--- src/rtl/ahb_pkg.sv ---
// ahb_pkg: shared AHB enums, master FSM states and burst address helpers
package ahb_pkg;
  typedef enum logic [1:0] {HT_IDLE, HT_BUSY, HT_NONSEQ, HT_SEQ} htrans_t;
  typedef enum logic [2:0] {HB_SINGLE, HB_INCR, HB_WRAP4, HB_INCR4, HB_WRAP8, HB_INCR8, HB_WRAP16, HB_INCR16} hburst_t;
  typedef enum logic [1:0] {HR_OKAY, HR_ERROR, HR_RETRY, HR_SPLIT} hresp_t;
  typedef enum logic [2:0] {S_IDLE, S_REQ, S_XFER, S_DRAIN, S_RESP2} mst_state_t;
  localparam logic [2:0] HSIZE_WORD = 3'b010;
  function automatic logic [4:0] calc_beat(input hburst_t b);
    return b == HB_SINGLE ? 5'd1 :
           (b == HB_WRAP4 || b == HB_INCR4) ? 5'd4 :
           (b == HB_WRAP8 || b == HB_INCR8) ? 5'd8 :
           (b == HB_WRAP16 || b == HB_INCR16) ? 5'd16 : 5'd0;
  endfunction
  // Bursts never cross 1 KB, so only the low 10 address bits can change.
  function automatic logic [9:0] next_addr(input logic [9:0] a, input hburst_t b);
    logic [9:0] m;
    m = b == HB_WRAP4 ? 10'h00f : b == HB_WRAP8 ? 10'h01f : b == HB_WRAP16 ? 10'h03f : 10'h3ff;
    return (a & ~m) | ((a + 10'd4) & m);
  endfunction
endpackage

--- src/rtl/ahb_addr_gen.sv ---
// ahb_addr_gen: current burst address and beat counter with load, advance and one-beat rewind
module ahb_addr_gen
  import ahb_pkg::*;
#(
  parameter int AW = 32
) (
  input  logic          clk,
  input  logic          rst,
  input  logic          load,
  input  logic          adv,
  input  logic          rew,
  input  logic [AW-1:0] start,
  input  hburst_t       burst,
  output logic [AW-1:0] addr,
  output logic [AW-1:0] nxt,
  output logic [4:0]    beat
);
  logic [AW-1:0] prev;
  assign nxt = {addr[AW-1:10], next_addr(addr[9:0], burst)};
  // prev is the address of the beat in its data phase, the only one a rewind can target
  always_ff @(posedge clk or posedge rst)
    if (rst) begin
      addr <= '0;
      prev <= '0;
      beat <= '0;
    end else if (load) begin
      addr <= start;
      prev <= start;
      beat <= '0;
    end else if (rew) begin
      addr <= prev;
      beat <= beat - 5'd1;
    end else if (adv) begin
      prev <= addr;
      addr <= nxt;
      beat <= beat + 5'd1;
    end
endmodule

--- src/rtl/ahb_master_if.sv ---
// ahb_master_if: turns one burst command into AHB request, address and data phases
module ahb_master_if
  import ahb_pkg::*;
#(
  parameter int MASTER_ID = 0,
  parameter int AW        = 32,
  parameter int DW        = 32,
  parameter int MAX_LEN   = 16
) (
  input  logic          clk,
  input  logic          rst,
  input  logic          cmd_valid,
  output logic          cmd_ready,
  input  logic [AW-1:0] cmd_addr,
  input  logic          cmd_write,
  input  logic [2:0]    cmd_burst,
  input  logic [4:0]    cmd_len,
  input  logic          cmd_lock,
  input  logic [DW-1:0] wdata,
  output logic [4:0]    wbeat,
  output logic [DW-1:0] rdata,
  output logic          rdata_valid,
  output logic [4:0]    rbeat,
  output logic          done,
  output logic          err,
  output logic          hbusreq,
  output logic          hlock,
  input  logic          hgrant,
  input  logic          hready,
  input  logic [1:0]    hresp,
  output logic [1:0]    htrans,
  output logic [AW-1:0] haddr,
  output logic          hwrite,
  output logic [2:0]    hburst,
  output logic [2:0]    hsize,
  output logic [DW-1:0] hwdata,
  input  logic [DW-1:0] hrdata
);
  mst_state_t state;
  hburst_t burst;
  logic [4:0] len, beat, dp_beat;
  logic [AW-1:0] cur, nxt;
  logic lock, wr, dp_valid, dp_write, rsp_err, acc, rew, last;
  if (MASTER_ID > 1) begin : g_bad_id
    $error("ahb_master_if: MASTER_ID must be 0 or 1");
  end
  assign cmd_ready = state == S_IDLE;
  assign acc = state == S_XFER && hready;
  assign rew = state == S_RESP2 && hready;
  assign last = beat == len - 5'd1;
  assign hsize = HSIZE_WORD;
  assign hwdata = wdata;
  assign wbeat = dp_beat;
  ahb_addr_gen #(.AW(AW)) u_addr (
    .clk(clk), .rst(rst), .load(cmd_ready && cmd_valid), .adv(acc), .rew(rew),
    .start(cmd_addr), .burst(burst), .addr(cur), .nxt(nxt), .beat(beat)
  );
  always_ff @(posedge clk or posedge rst)
    if (rst) begin
      state <= S_IDLE;
      burst <= HB_SINGLE;
      len <= '0;
      lock <= 1'b0;
      wr <= 1'b0;
      dp_valid <= 1'b0;
      dp_write <= 1'b0;
      dp_beat <= '0;
      rsp_err <= 1'b0;
      hbusreq <= 1'b0;
      hlock <= 1'b0;
      htrans <= HT_IDLE;
      haddr <= '0;
      hwrite <= 1'b0;
      hburst <= HB_SINGLE;
      rdata <= '0;
      rdata_valid <= 1'b0;
      rbeat <= '0;
      done <= 1'b0;
      err <= 1'b0;
    end else begin
      rdata_valid <= 1'b0;
      done <= 1'b0;
      err <= 1'b0;
      if ((state == S_XFER || state == S_DRAIN) && hready && hresp == HR_OKAY && dp_valid && !dp_write) begin
        rdata_valid <= 1'b1;
        rdata <= hrdata;
        rbeat <= dp_beat;
      end
      case (state)
        S_IDLE: if (cmd_valid) begin
          state <= S_REQ;
          burst <= hburst_t'(cmd_burst);
          len <= hburst_t'(cmd_burst) == HB_INCR ? (cmd_len > 5'(MAX_LEN) ? 5'(MAX_LEN) : cmd_len)
                                                 : calc_beat(hburst_t'(cmd_burst));
          lock <= cmd_lock;
          wr <= cmd_write;
          hbusreq <= 1'b1;
          hlock <= cmd_lock;
        end
        // a resumed burst (after grant loss or retry) is no longer a fixed-length burst
        S_REQ: if (hgrant && hready) begin
          state <= S_XFER;
          htrans <= HT_NONSEQ;
          haddr <= cur;
          hwrite <= wr;
          hburst <= beat == 5'd0 ? burst : HB_INCR;
          hbusreq <= !last;
        end
        S_XFER: if (hready) begin
          dp_valid <= 1'b1;
          dp_beat <= beat;
          dp_write <= wr;
          if (last || !hgrant) begin
            state <= S_DRAIN;
            htrans <= HT_IDLE;
          end else begin
            htrans <= HT_SEQ;
            haddr <= nxt;
            hbusreq <= beat + 5'd2 != len;
          end
          if (last) begin
            hlock <= 1'b0;
            hbusreq <= 1'b0;
          end
        end else if (hresp != HR_OKAY && dp_valid) begin
          state <= S_RESP2;
          htrans <= HT_IDLE;
          rsp_err <= hresp == HR_ERROR;
        end
        S_DRAIN: if (hready) begin
          dp_valid <= 1'b0;
          state <= beat == len ? S_IDLE : S_REQ;
          done <= beat == len;
          hbusreq <= beat != len;
        end else if (hresp != HR_OKAY) begin
          state <= S_RESP2;
          rsp_err <= hresp == HR_ERROR;
        end
        S_RESP2: if (hready) begin
          dp_valid <= 1'b0;
          state <= rsp_err ? S_IDLE : S_REQ;
          hbusreq <= !rsp_err;
          hlock <= !rsp_err && lock;
          done <= rsp_err;
          err <= rsp_err;
        end
        default: state <= S_IDLE;
      endcase
    end
endmodule

--- config.mk ---
export PLATFORM = sky130hd
export DESIGN_NAME = ahb_master_if
export DESIGN_NICKNAME = d
export VERILOG_FILES = /design/src/rtl/ahb_pkg.sv /design/src/rtl/ahb_addr_gen.sv /design/src/rtl/ahb_master_if.sv
export SDC_FILE = /design/constraint.sdc
export NUM_CORES = 1
export LEC_CHECK = 0
export ABC_AREA = 1
export CORE_MARGIN = 10
export CORE_UTILIZATION = 45
export CTS_CLUSTER_SIZE = 25
export DETAILED_ROUTE_END_ITERATION = 10
export HOLD_SLACK_MARGIN = 0.02
export PLACE_DENSITY_LB_ADDON = 0.15
export SLEW_MARGIN = 20
export SYNTH_ARGS = -nofsm -noshare
export SYNTH_HDL_FRONTEND = slang
export SYNTH_SLANG_ARGS = --single-unit
--- constraint.sdc ---
create_clock -name clk -period 16.5 [get_ports clk]
set_input_delay 2.475 -clock clk [delete_from_list [all_inputs] [get_ports clk]]
set_output_delay 2.475 -clock clk [all_outputs]
set_load 0.005 [all_outputs]
==> results.md <==
* Register area share after synthesis at 52.4%
* CTS sink cnt at 170
* Synth Cell Area at 0.00812 mm^2
* Htree depth at 4
* Layout cells sized above 1 at 4.99%
* Final Hold Viols at 0
* Hpwl dp at 14800 um
* Startpoint Class: input port
* Routed len/inst at 16.0 um
* Initial detailed-routing violation count at 393
* Initial Util at 45.5%
* Largest net degree at the start of global routing at 91
* GR Overflow Total at 0
* Worst EP arrival at 2480 ps
* DRC Markers at 0
* Post-Syn Instances at 998
* CTS tree: yes
* Max VDD drop at 83.5 uV
* RSZ-0062 raised after global routing: no
* Non-Filler Instances at 1352
* Via count at 6813
* Crit Path Category: in -> out
* Clk buf depth at 2
* Initial antenna violation count at 0
* Sw Ratio at 38.0%
* Max-slew violation count at 0
* CTS root buf: clkbuf_16
* First-pass GRT wire length at 35600 um
* Min Clock Period, post-route at 4950 ps
* Tcrit/Tclk final at 30.0%
* Post-route setup slack at 11550 ps
* Die Height at 154 um
* Post-synth EDFFs at 0
* Crit path required time at 14030 ps
* Core area at 0.0178 mm^2
* Yosys reg bits at 170
* Post-synth top flop: dfrtp_1
* Part of the power in registers at 36.5%
* Worst slack, placed at 11210 ps
* Ports at 234
* Length of the first detailed-routing pass in iterations at 7
* Worst slew pin tran at 1060 ps
* DP Cell Count at 1321
* CTS Buf Count at 17
* Die area at 0.0238 mm^2
* Routability congestion estimate at 0.838
* Yosys Warn Count at 0
* Avg Cell Area, Syn at 8.14 um^2
* PortBufs at 166
* Comb power frac at 41.4%
* Clock power share at 22.1%
* Internal power at 1200 uW
* Worst-Skew Late Latency at 420 ps
* ANT cells at 0
* Status: finished clean
* Gr usage total at 18.1%
* Vias in the first global route at 6753
* Net Sw Power at 737 uW
* Total wire length at 21600 um
* Cell Pwr Density at 189 mW/mm^2
* Cell row count at 49
* Clk_skew at 7.84 ps
* Post-CTS setup buffer count at 0
* Pleak at 0.00495 uW
* Asr flop ratio synth at 100%
* Clock transition at the registers of the reported paths at 60 ps
* WHS at 474 ps
* Final net count at 1231
* CP Capture Type: output pin
* Antenna viol nets, final at 0
* Final setup fails at 0
* Hold crit path type: reg -> reg
* Synth-to-layout area growth at 26.6%
* Crit path max fanout at 1
* DIE WIDTH at 154 um
* Setup TNS at 0 ps
* Vias per std cell at 5.04
* Max cap viols at 0
* Post-synth cell types at 37
* Slew Limit Headroom at 29.2%
* Resized cells post-CTS at 0
* Achievable Freq at 202 MHz
* Hold-fix buffers, CTS at 0
==> metrics by stage <==
stage | total power (uW) | utilization, % | instance area (um^2)
after floorplan | 1200 | - | 8120
after global placement | 1510 | 54.0 | 9640
after detailed placement | 1530 | 54.0 | 9640
after CTS | 1960 | 57.6 | 10300
after global routing | 2110 | 57.6 | 10300
final | 1940 | 57.6 | 10300
==> cells in the final DEF, fill, tap and decap left out, types with 2 or more instances in the layout <==
master and count:
a21oi_1 9, a22oi_1 2, a31oi_1 7, buf_4 2, bufinv_16 4, clkbuf_16 17, clkdlybuf4s50_1 166, clkinvlp_4 4
conb_1 3, dfrtp_1 170, ha_1 6, inv_1 98, inv_2 6, inv_6 4, nand2_1 368, nand2_2 7
nand3_1 57, nor2_1 35, nor2_2 3, nor3_1 4, o211ai_1 4, o21ai_0 88, o21bai_1 2, o221ai_1 26
o22ai_1 4, o31ai_1 3, xnor2_1 2, xor2_1 7
==> per-layer routing <==
| metal | vias up | GRT usage, % | wire length, um |
|---|---|---|---|
| met4 | 0 | 4.68 | 235 |
| met5 | - | 0 | 0 |
| li1 | 3366 | - | - |
| met3 | 23 | 4.94 | 1440 |
| met1 | 3204 | 24.6 | 10200 |
| met2 | 220 | 28.0 | 9690 |
==> cell type report <==
type	count	area, um^2
inverter	105	399
timing repair buffer	169	1690
multi-input combinational	648	3020
clock inverter	13	190
tap	229	287
clock buffer	18	439
sequential	170	4250
fill	1652	7560
==> synth_stat cells (all sizes together), types with 2 or more instances <==
cell	count	area share [%]
inv	105	4.9
o31ai	3	0.28
a21oi	10	0.76
xor2	7	0.76
nand2	376	18
nor3	5	0.37
clkbuf	7	0.34
dfrtp	170	52
xnor2	2	0.22
nor2	39	2.0
buf	69	5.3
o22ai	4	0.31
nand3	57	3.5
conb	2	0.092
o211ai	4	0.37
a22oi	2	0.18
o21bai	2	0.18
a31oi	7	0.54
o221ai	26	2.8
o21ai	89	5.5
ha	6	0.92
==> power by group through the flow <==
| stage | registers (uW) | clock network, uW | logic (uW) |
|---|---|---|---|
| after floorplan | 696 | 0 | 506 |
| after global placement | 710 | 0 | 795 |
| after detailed placement | 714 | 0 | 813 |
| after CTS | 708 | 435 | 817 |
| after global routing | 731 | 452 | 926 |
| final | 708 | 429 | 804 |
==> state kept, by name, summed over array words and instances (netlist names), 2 cells and up <==
register / cells
burst: 3
haddr: 32
hburst: 3
htrans: 2
len: 5
rbeat: 5
rdata: 32
state: 3
u_addr.addr: 32
u_addr.beat: 5
u_addr.prev: 32
wbeat: 5
==> final timing paths <==
check / start / to / slack [ps] / depth (start not counted)
min reg2reg: rdata[14] / rdata[14] / 470 / 2
max: wdata[5] / hwdata[5] / 11550 / 0
max reg2reg: state[2] / haddr[14] / 13380 / 8
min: rdata[14] / rdata[14] / 470 / 2
max in group asynchronous: rst / burst[1] / 12680 / 3
min in group asynchronous: rst / rdata[26] / 2600 / 2
==> logic make-up after synthesis <==
group	Yosys count	synth area share, %
AND/OR/NAND/NOR	480	23.7
flip-flops	170	52.4
XOR/XNOR	9	0.971
other	2	0.0925
adder cells (fa/ha/maj)	7	1.17
AO/OA/AOI/OAI	149	11.1
buffers and inverters	181	10.5
Note: power is estimated with default switching activity, not from simulation.
